**src/rtl/lc_pkg.sv**
```systemverilog
// Shared definitions for the program loader: the FSM state encoding and the
// SDRAM word width.
package lc_pkg;

  localparam int DRAM_WORD_WIDTH = 16;

  typedef enum logic [3:0] {
    ST_IDLE,
    ST_LEN_HI,
    ST_LEN_LO,
    ST_DATA_HI,
    ST_DATA_LO,
    ST_WRITE,
    ST_CSUM_HI,
    ST_CSUM_LO,
    ST_DONE,
    ST_ERROR
  } loader_state_t;

endpackage

```
**src/rtl/program_loader.sv**
```systemverilog
// Boot program loader: assembles a big-endian byte stream into 16-bit words and
// writes them to SDRAM. Define LOADER_CHECKSUM_EN to append and verify a checksum.
//
// state      | meaning
// IDLE       | waiting for start
// LEN_HI/LO  | receiving the 16-bit word count
// DATA_HI/LO | receiving one data word
// WRITE      | write request held until mem_ack
// CSUM_HI/LO | receiving the trailing checksum
// DONE       | load complete, CPU may leave reset
// ERROR      | length overflow or checksum mismatch
module program_loader
  import lc_pkg::*;
#(
  parameter int ADDR_WIDTH = 16
) (
  input  logic                       clk,
  input  logic                       rst,
  input  logic                       start,
  input  logic [7:0]                 in_data,
  input  logic                       in_valid,
  output logic                       in_ready,
  output logic                       mem_req,
  output logic [ADDR_WIDTH-1:0]      mem_addr,
  output logic [DRAM_WORD_WIDTH-1:0] mem_data,
  input  logic                       mem_ack,
  output logic                       busy,
  output logic                       done,
  output logic                       error,
  output logic [ADDR_WIDTH-1:0]      word_count
);

  localparam longint unsigned MAX_WORDS = 64'd1 << ADDR_WIDTH;

`ifdef LOADER_CHECKSUM_EN
  localparam loader_state_t ST_TAIL = ST_CSUM_HI;
`else
  localparam loader_state_t ST_TAIL = ST_DONE;
`endif

  loader_state_t state, state_nxt;

  logic [7:0]                 byte_hi;
  logic [DRAM_WORD_WIDTH-1:0] len;
  logic [DRAM_WORD_WIDTH-1:0] data_word;
  logic [ADDR_WIDTH-1:0]      count;

  logic                       xfer;
  logic                       launch;
  logic                       last_word;
  logic                       len_too_big;
  logic [DRAM_WORD_WIDTH-1:0] rx_word;

  assign xfer        = in_valid && in_ready;
  assign rx_word     = {byte_hi, in_data};
  assign launch      = start && (state == ST_IDLE || state == ST_DONE || state == ST_ERROR);
  // Widened compares so a full 2**ADDR_WIDTH load does not wrap the counter test.
  assign last_word   = (64'(count) + 64'd1) == 64'(len);
  assign len_too_big = 64'(rx_word) > MAX_WORDS;

`ifdef LOADER_CHECKSUM_EN
  logic [DRAM_WORD_WIDTH-1:0] csum;
  logic                       csum_ok;
  assign csum_ok = (rx_word == csum);
`endif

  always_ff @(posedge clk or posedge rst) begin
    if (rst) state <= ST_IDLE;
    else     state <= state_nxt;
  end

  always_comb begin
    state_nxt = state;
    case (state)
      ST_IDLE, ST_DONE, ST_ERROR:
        if (launch) state_nxt = ST_LEN_HI;
      ST_LEN_HI:
        if (xfer) state_nxt = ST_LEN_LO;
      ST_LEN_LO:
        if (xfer) begin
          if (len_too_big)       state_nxt = ST_ERROR;
          else if (rx_word == 0) state_nxt = ST_TAIL;
          else                   state_nxt = ST_DATA_HI;
        end
      ST_DATA_HI:
        if (xfer) state_nxt = ST_DATA_LO;
      ST_DATA_LO:
        if (xfer) state_nxt = ST_WRITE;
      ST_WRITE:
        if (mem_ack) state_nxt = last_word ? ST_TAIL : ST_DATA_HI;
`ifdef LOADER_CHECKSUM_EN
      ST_CSUM_HI:
        if (xfer) state_nxt = ST_CSUM_LO;
      ST_CSUM_LO:
        if (xfer) state_nxt = csum_ok ? ST_DONE : ST_ERROR;
`endif
      default: state_nxt = ST_IDLE;
    endcase
  end

  always_comb begin
    in_ready = 1'b0;
    mem_req  = 1'b0;
    busy     = 1'b1;
    done     = 1'b0;
    error    = 1'b0;
    case (state)
      ST_LEN_HI, ST_LEN_LO, ST_DATA_HI, ST_DATA_LO, ST_CSUM_HI, ST_CSUM_LO:
        in_ready = 1'b1;
      ST_WRITE: mem_req = 1'b1;
      ST_IDLE:  busy = 1'b0;
      ST_DONE: begin
        busy = 1'b0;
        done = 1'b1;
      end
      ST_ERROR: begin
        busy  = 1'b0;
        error = 1'b1;
      end
      default: ;
    endcase
  end

  always_ff @(posedge clk or posedge rst) begin
    if (rst) begin
      byte_hi   <= '0;
      len       <= '0;
      data_word <= '0;
      count     <= '0;
    end else begin
      if (xfer && (state == ST_LEN_HI || state == ST_DATA_HI || state == ST_CSUM_HI))
        byte_hi <= in_data;
      if (xfer && state == ST_LEN_LO)
        len <= rx_word;
      if (xfer && state == ST_DATA_LO)
        data_word <= rx_word;
      if (launch)
        count <= '0;
      else if (state == ST_WRITE && mem_ack)
        count <= count + 1'b1;
    end
  end

`ifdef LOADER_CHECKSUM_EN
  // Running sum covers the length field and every data word, wrapping at 16 bits.
  always_ff @(posedge clk or posedge rst) begin
    if (rst) begin
      csum <= '0;
    end else if (launch) begin
      csum <= '0;
    end else if (xfer && (state == ST_LEN_LO || state == ST_DATA_LO)) begin
      csum <= csum + rx_word;
    end
  end
`endif

  assign mem_addr   = count;
  assign mem_data   = data_word;
  assign word_count = count;

endmodule
```
**config.mk**
```make
export PLATFORM = sky130hd
export DESIGN_NAME = program_loader
export DESIGN_NICKNAME = d
export VERILOG_FILES = /design/src/rtl/lc_pkg.sv /design/src/rtl/program_loader.sv
export SDC_FILE = /design/constraint.sdc
export NUM_CORES = 1
export LEC_CHECK = 0
export CORE_AREA = 2 2 108 110
export DETAILED_ROUTE_END_ITERATION = 8
export DIE_AREA = 0 0 110 112
export GPL_TIMING_DRIVEN = 0
export SYNTH_ARGS = -nofsm -noshare
export SYNTH_HDL_FRONTEND = slang
export SYNTH_SLANG_ARGS = --single-unit
```
**constraint.sdc**
```tcl
create_clock -name clk -period 2.3 [get_ports clk]
set_input_delay 0.23 -clock clk [delete_from_list [all_inputs] [get_ports clk]]
set_output_delay 0.23 -clock clk [all_outputs]
set_load 0.1 [all_outputs]
```
==> impl_metrics.json, run 1 <==
{
  "endpoint_kind": "output pin",
  "status": "finished clean",
  "synth.top_cell.area_share_pct": 46.0,
  "wire_per_inst_um": 15.3,
  "clockRootBuffer": "clkbuf_16",
  "post-synth-top-count-cell": "dfrtp_1",
  "finalPower_mw": 6.60,
  "via_count": 2761,
  "synth-edff-count": 0,
  "postCtsHoldBufs": 0,
  "synth_commonest_cells": "dfrtp_1, mux2_2, o21ai_0",
  "initial_core_util_pct": 29.2,
  "grt_max_degree": 32,
  "setup_slack_ns": 0.0509,
  "finalNetCount": 420,
  "critPathRequiredTime_ns": 2.07,
  "r2r_end": "mem_addr[6]",
  "syn-cell-area_um2": 3270,
  "grt_use_total_pct": 14.3,
  "maxSlewViolCount": 0,
  "startpoint_type": "flop",
  "maxCapViolCount": 0,
  "dieArea_um2": 12300,
  "path_class": "flop to output pin",
  "synth-compound-area-share_pct": 11.0,
  "ff2ff_path_depth": 8,
  "post-place-ws_ns": -0.194,
  "netlist_instances": 319,
  "tightest_slew_ns": 0.982,
  "cts-buffers-inserted": 9,
  "fmax_ghz": 0.445,
  "cp_max_fo": 6,
  "yosysSeqAreaShare_pct": 46.0,
  "cts_max_path_buffers": 2,
  "rsz0062_at_grt": "yes",
  "ys_top_cells_by_area": "dfrtp_1, mux2_2, o21ai_0, buf_4, xnor2_1",
  "period_minus_slack_ns": 2.25,
  "cpMaxStageDelayCell": "clkdlybuf4s50_1",
  "power_density_nw_per_um2": 1410,
  "r2r_start": "state[3]",
  "die_w_um": 110,
  "cp.buffers_inverters": 2,
  "p_leak_nw": 2.08,
  "clock-skew-final_ns": 0.00561,
  "ys.flop_type": "dfrtp_1",
  "synth_top_family_by_area": "simple AND/OR/NAND/NOR gates",
  "reg2reg_slack_ns": 0.10,
  "avgSynthCellArea_um2": 10.2,
  "cp-endpoint": "word_count[7]",
  "min_period_over_period_pct": 97.8,
  "tritoncts": "yes",
  "ant_nets": 0,
  "synth_adder_area_share_pct": 0.383,
  "muxShareOfSynthArea_pct": 13.8,
  "areaGrowthSynthToFinish_pct": 42.9,
  "core-area_um2": 11200,
  "cts_num_sinks": 60,
  "place_congestion": 0.851,
  "async_flop_share_pct": 100,
  "yosys_warnings": 0,
  "cp-startpoint": "mem_addr[7]",
  "clk_pin_slew_ns": 0.05,
  "hold_class": "input port to async pin",
  "htreeDepth": 3,
  "ys_seq_elements": 60,
  "peakVddDrop_uv": 930,
  "max_stage_delay_ns": 1.11,
  "dpl.hpwl_um": 6070,
  "avgViaCountPerCell": 4.98,
  "drive_gt1_share_pct": 31.1,
  "placement.io_buffers": 65,
  "arrival_ns": 2.02,
  "antenna_found_initial": 0,
  "setup_viol": 0,
  "drt-pass1-iter-count": 4,
  "synth_nets": 333,
  "ios": 66,
  "yosys.area_share.xor_xnor_pct": 6.17,
  "rows": 39,
  "wirelength_um": 8470,
  "drc": 0,
  "grt_pass1_vias": 2640,
  "yosysTopAreaCell": "dfrtp_1",
  "grt_first_pass_wirelength_um": 13600,
  "synth_cell_type_count": 43,
  "die_y_um": 112,
  "diodes": 0,
  "cp.depth": 2,
  "maxSlewHeadroom_pct": 34.4,
  "cp_cell_sequence": "buf_4, clkdlybuf4s50_1",
  "hold_violations": 0,
  "drt-initial-drc-count": 153,
  "path_delay_family": "buffers and inverters",
  "clk_latency_ns": 0.33,
  "synthSimpleGateAreaFrac_pct": 15.8,
  "overflow": 0
}
[per-layer routing]
layer | GRT usage (%) | share of wire, % | up-vias
met5 | 0 | 0 | -
met4 | 6.50 | 1.6 | 0
met3 | 2.99 | 5.4 | 14
met2 | 21.7 | 48 | 85
met1 | 19.3 | 45 | 1357
li1 | - | - | 1305
[final cells by class]
type	count	area (um^2)
Fill cell	1053	6510
Multi-Input combinational cell	219	1640
Sequential cell	60	1520
Timing Repair Buffer	78	771
Clock buffer	12	246
Buffer	31	218
Tap cell	143	179
Clock inverter	4	72.6
Inverter	7	26.3
[cells by family (layout without fill, tap and decap cells)]
| family | after synthesis | after routing |
|---|---|---|
| xor+xnor | 23 | 23 |
| compound gates | 59 | 59 |
| buf+inv | 40 | 132 |
| simple gates | 96 | 96 |
| flops | 60 | 60 |
| mux | 40 | 40 |
| fa+ha+maj | 1 | 1 |
[worst min path at each step]
stage | startpoint | to | slack [ns] | depth (start not counted)
after global routing | rst | mem_data[3] | 0.38 | 2
after detailed placement | mem_data[15] | mem_data[15] | 0.49 | 1
after global placement | mem_data[8] | mem_data[8] | 0.49 | 1
after floorplan | in_data[3] | len[3] | 0.38 | 1
after CTS | rst | mem_data[3] | 0.34 | 2
final | rst | mem_data[3] | 0.32 | 2
[worst reg2reg max path, cell delays in order, from the launching register on]
cell and delay (ns):
dfrtp_1 0.32, clkbuf_1 0.31, nand2b_1 0.23, nor2_4 0.09, and2_1 0.25, a31oi_2 0.38, clkbuf_2 0.30, o21ai_0 0.13
o31ai_1 0.08
[registers in the layout (all words and copies together), names as in the netlist]
signal	count
len	16
byte_hi	8
state	4
mem_addr	16
mem_data	16
[through the flow]
stage / util, % / cell area [um^2] / cells / setup TNS [ns] / hold WS, ns
final: 41.8 / 4670 / 554 / 0 / 0.322
after global routing: 41.8 / 4670 / 554 / -0.671 / 0.380
after CTS: 40.9 / 4570 / 548 / 0 / 0.345
after detailed placement: 37.7 / 4210 / 528 / -1.89 / 0.494
after global placement: 37.5 / 4190 / 527 / -36.59 / 0.491
after floorplan: - / 3360 / 319 / -0.0923 / 0.381
[placed cells by master (no fill, tap or decap), drive strengths merged, types with 3 or more instances in the layout]
| cell | count |
|---|---|
| a21oi | 7 |
| and3 | 7 |
| buf | 36 |
| clkbuf | 21 |
| clkdlybuf4s15 | 4 |
| clkdlybuf4s50 | 53 |
| dfrtp | 60 |
| dlymetal6s2s | 5 |
| inv | 7 |
| mux2 | 40 |
| nand2 | 19 |
| nand2b | 3 |
| nand3 | 14 |
| nand4 | 6 |
| nor2 | 27 |
| nor3 | 8 |
| nor4 | 6 |
| o21ai | 28 |
| o22ai | 4 |
| o31ai | 5 |
| xnor2 | 13 |
| xor2 | 10 |
[where the power goes]
| part | internal (mW) | switching, mW | total [mW] | leakage [nW] |
|---|---|---|---|---|
| sequential | 1.46 | 0.347 | 1.81 | 0.735 |
| clock | 0.976 | 0.467 | 1.44 | 0.153 |
| combinational | 1.09 | 2.25 | 3.35 | 1.19 |
| total | 3.53 | 3.07 | 6.60 | 2.08 |
[timing repair]
item                       CTS  global route
setup buffers                4             8
gates resized for setup     19            18
pin swaps                    2             5
setup endpoints to repair   18            48
(Power assumes the default switching activity.)
==> run 2, diff against run 1 <==
CTS_BUF_LIST = sky130_fd_sc_hd__clkbuf_4 sky130_fd_sc_hd__clkbuf_8   (was default)
==> impl_metrics.json, run 2 (synthesis results as in run 1) <==
{
  "status": "finished clean",
  "grt_max_degree": 32,
  "areaGrowthSynthToFinish_pct": 40.0,
  "ios": 66,
  "layout_common_cells": "dfrtp_1, clkdlybuf4s50_1, mux2_2, buf_4, o21ai_0",
  "period_minus_slack_ns": 2.25,
  "dpl.hpwl_um": 6070,
  "startpoint_type": "flop",
  "dieArea_um2": 12300,
  "maxCapViolCount": 0,
  "postCtsHoldBufs": 0,
  "cts_max_path_buffers": 2,
  "wirelength_um": 8430,
  "tritoncts": "yes",
  "rows": 39,
  "cp.buffers_inverters": 1,
  "maxSlewViolCount": 0,
  "place_congestion": 0.851,
  "peakVddDrop_uv": 951,
  "ant_nets": 0,
  "hold_class": "input port to async pin",
  "diodes": 0,
  "setup_viol": 0,
  "final_cell_area_um2": 4570,
  "cp_max_fo": 7,
  "drive_gt1_share_pct": 32.0,
  "clockRootBuffer": "clkbuf_8",
  "path_class": "flop to output pin",
  "cts-buffers-inserted": 9,
  "maxSlewHeadroom_pct": 34.1,
  "cpMaxStageDelayCell": "clkdlybuf4s50_1",
  "cts_num_sinks": 60,
  "grt_use_total_pct": 14.2,
  "endpoint_kind": "output pin",
  "drt-pass1-iter-count": 4,
  "tightest_slew_ns": 0.985,
  "critPathRequiredTime_ns": 2.07,
  "finalNetCount": 421,
  "min_period_over_period_pct": 97.8,
  "p_leak_nw": 2.06,
  "place_area_um2": 4210,
  "die_w_um": 110,
  "antenna_found_initial": 0,
  "clk_latency_ns": 0.34,
  "power_density_nw_per_um2": 1370,
  "die_y_um": 112,
  "fmax_ghz": 0.444,
  "max_stage_delay_ns": 1.19,
  "overflow": 0,
  "rsz0062_at_grt": "yes",
  "fillers": 1066,
  "fin_util_pct": 40.9,
  "drt-initial-drc-count": 158,
  "htreeDepth": 3,
  "via_count": 2709,
  "placement.io_buffers": 65,
  "core-area_um2": 11200,
  "avgViaCountPerCell": 4.88,
  "hold_violations": 0,
  "grt_first_pass_wirelength_um": 13600,
  "clk_pin_slew_ns": 0.07,
  "arrival_ns": 2.02,
  "initial_core_util_pct": 29.2,
  "path_delay_family": "buffers and inverters",
  "cp_cell_sequence": "clkdlybuf4s50_1",
  "clock-skew-final_ns": 0.00484,
  "drc": 0,
  "wire_per_inst_um": 15.2,
  "grt_pass1_vias": 2633
}
==> run 2: cell types whose count changed in the layout (fill, tap and decap cells not counted), sizes merged <==
| cell | change |
|---|---|
| buf | +1 |
| clkbuf | +1 |
| clkdlybuf4s50 | -5 |
| dlygate4sd2 | +4 |
==> run 2: cell type report <==
class | instances | area [um^2] | share of cell area (%)
Multi-Input combinational cell | 219 | 1630 | 35.7
Sequential cell | 60 | 1520 | 33.2
Timing Repair Buffer | 79 | 773 | 16.9
Buffer | 31 | 218 | 4.76
Tap cell | 143 | 179 | 3.91
Clock buffer | 12 | 153 | 3.34
Clock inverter | 4 | 72.6 | 1.59
Inverter | 7 | 26.3 | 0.575
==> run 2: worst paths after layout <==
check	start	endpoint	slack, ns	cells past startpoint
setup / recovery	mem_addr[14]	mem_addr[14]	0.05	1
hold / removal	rst	len[4]	0.30	2
setup reg to reg	mem_addr[0]	state[1]	0.07	10
hold reg to reg	mem_data[13]	mem_data[13]	0.51	1
max in group asynchronous	rst	mem_addr[13]	1.41	3
min in group clk	mem_data[13]	mem_data[13]	0.51	1
==> run 2: metrics by stage <==
step | TNS [ns] | instances | hold slack (ns) | worst slack, ns | total power, mW
after floorplan | -0.0923 | 319 | 0.381 | -0.0432 | 4.32
after global placement | -36.59 | 527 | 0.491 | -0.729 | 5.02
after detailed placement | -1.89 | 528 | 0.494 | -0.194 | 5.09
after CTS | 0 | 548 | 0.320 | 0.00611 | 6.19
after global routing | -0.664 | 555 | 0.355 | -0.102 | 6.54
final | 0 | 555 | 0.298 | 0.0498 | 6.24
==> run 2: power by group <==
group          switching (mW)  leakage (nW)  internal, mW  total [mW]
Clock                   0.432         0.113         0.663        1.09
Sequential              0.346         0.735          1.46        1.81
Combinational            2.25          1.21          1.10        3.34
==> run 2: routing by layer <==
layer / up-vias / part of all wire [%] / track usage (%)
li1: 1304 / - / -
met1: 1321 / 45 / 19.3
met2: 74 / 48 / 21.9
met3: 10 / 5.2 / 3.51
met4: 0 / 1.2 / 5.23
met5: - / 0 / 0
==> run 2: timing repair <==
action / 4_1_cts / 5_1_grt
hold endpoints to repair: 0 / 0
endpoints found under the setup margin: 23 / 48
pin swaps: 2 / 8
buffers inserted: 4 / 9
gates cloned: 0 / 0
gates resized for setup: 23 / 20
==> run 3, diff against run 2 <==
ABC_CLOCK_PERIOD_IN_PS = 2300   (was default)
==> results of run 3 <==
Same layout as run 2: the final DEF is identical, and so are final timing and power.
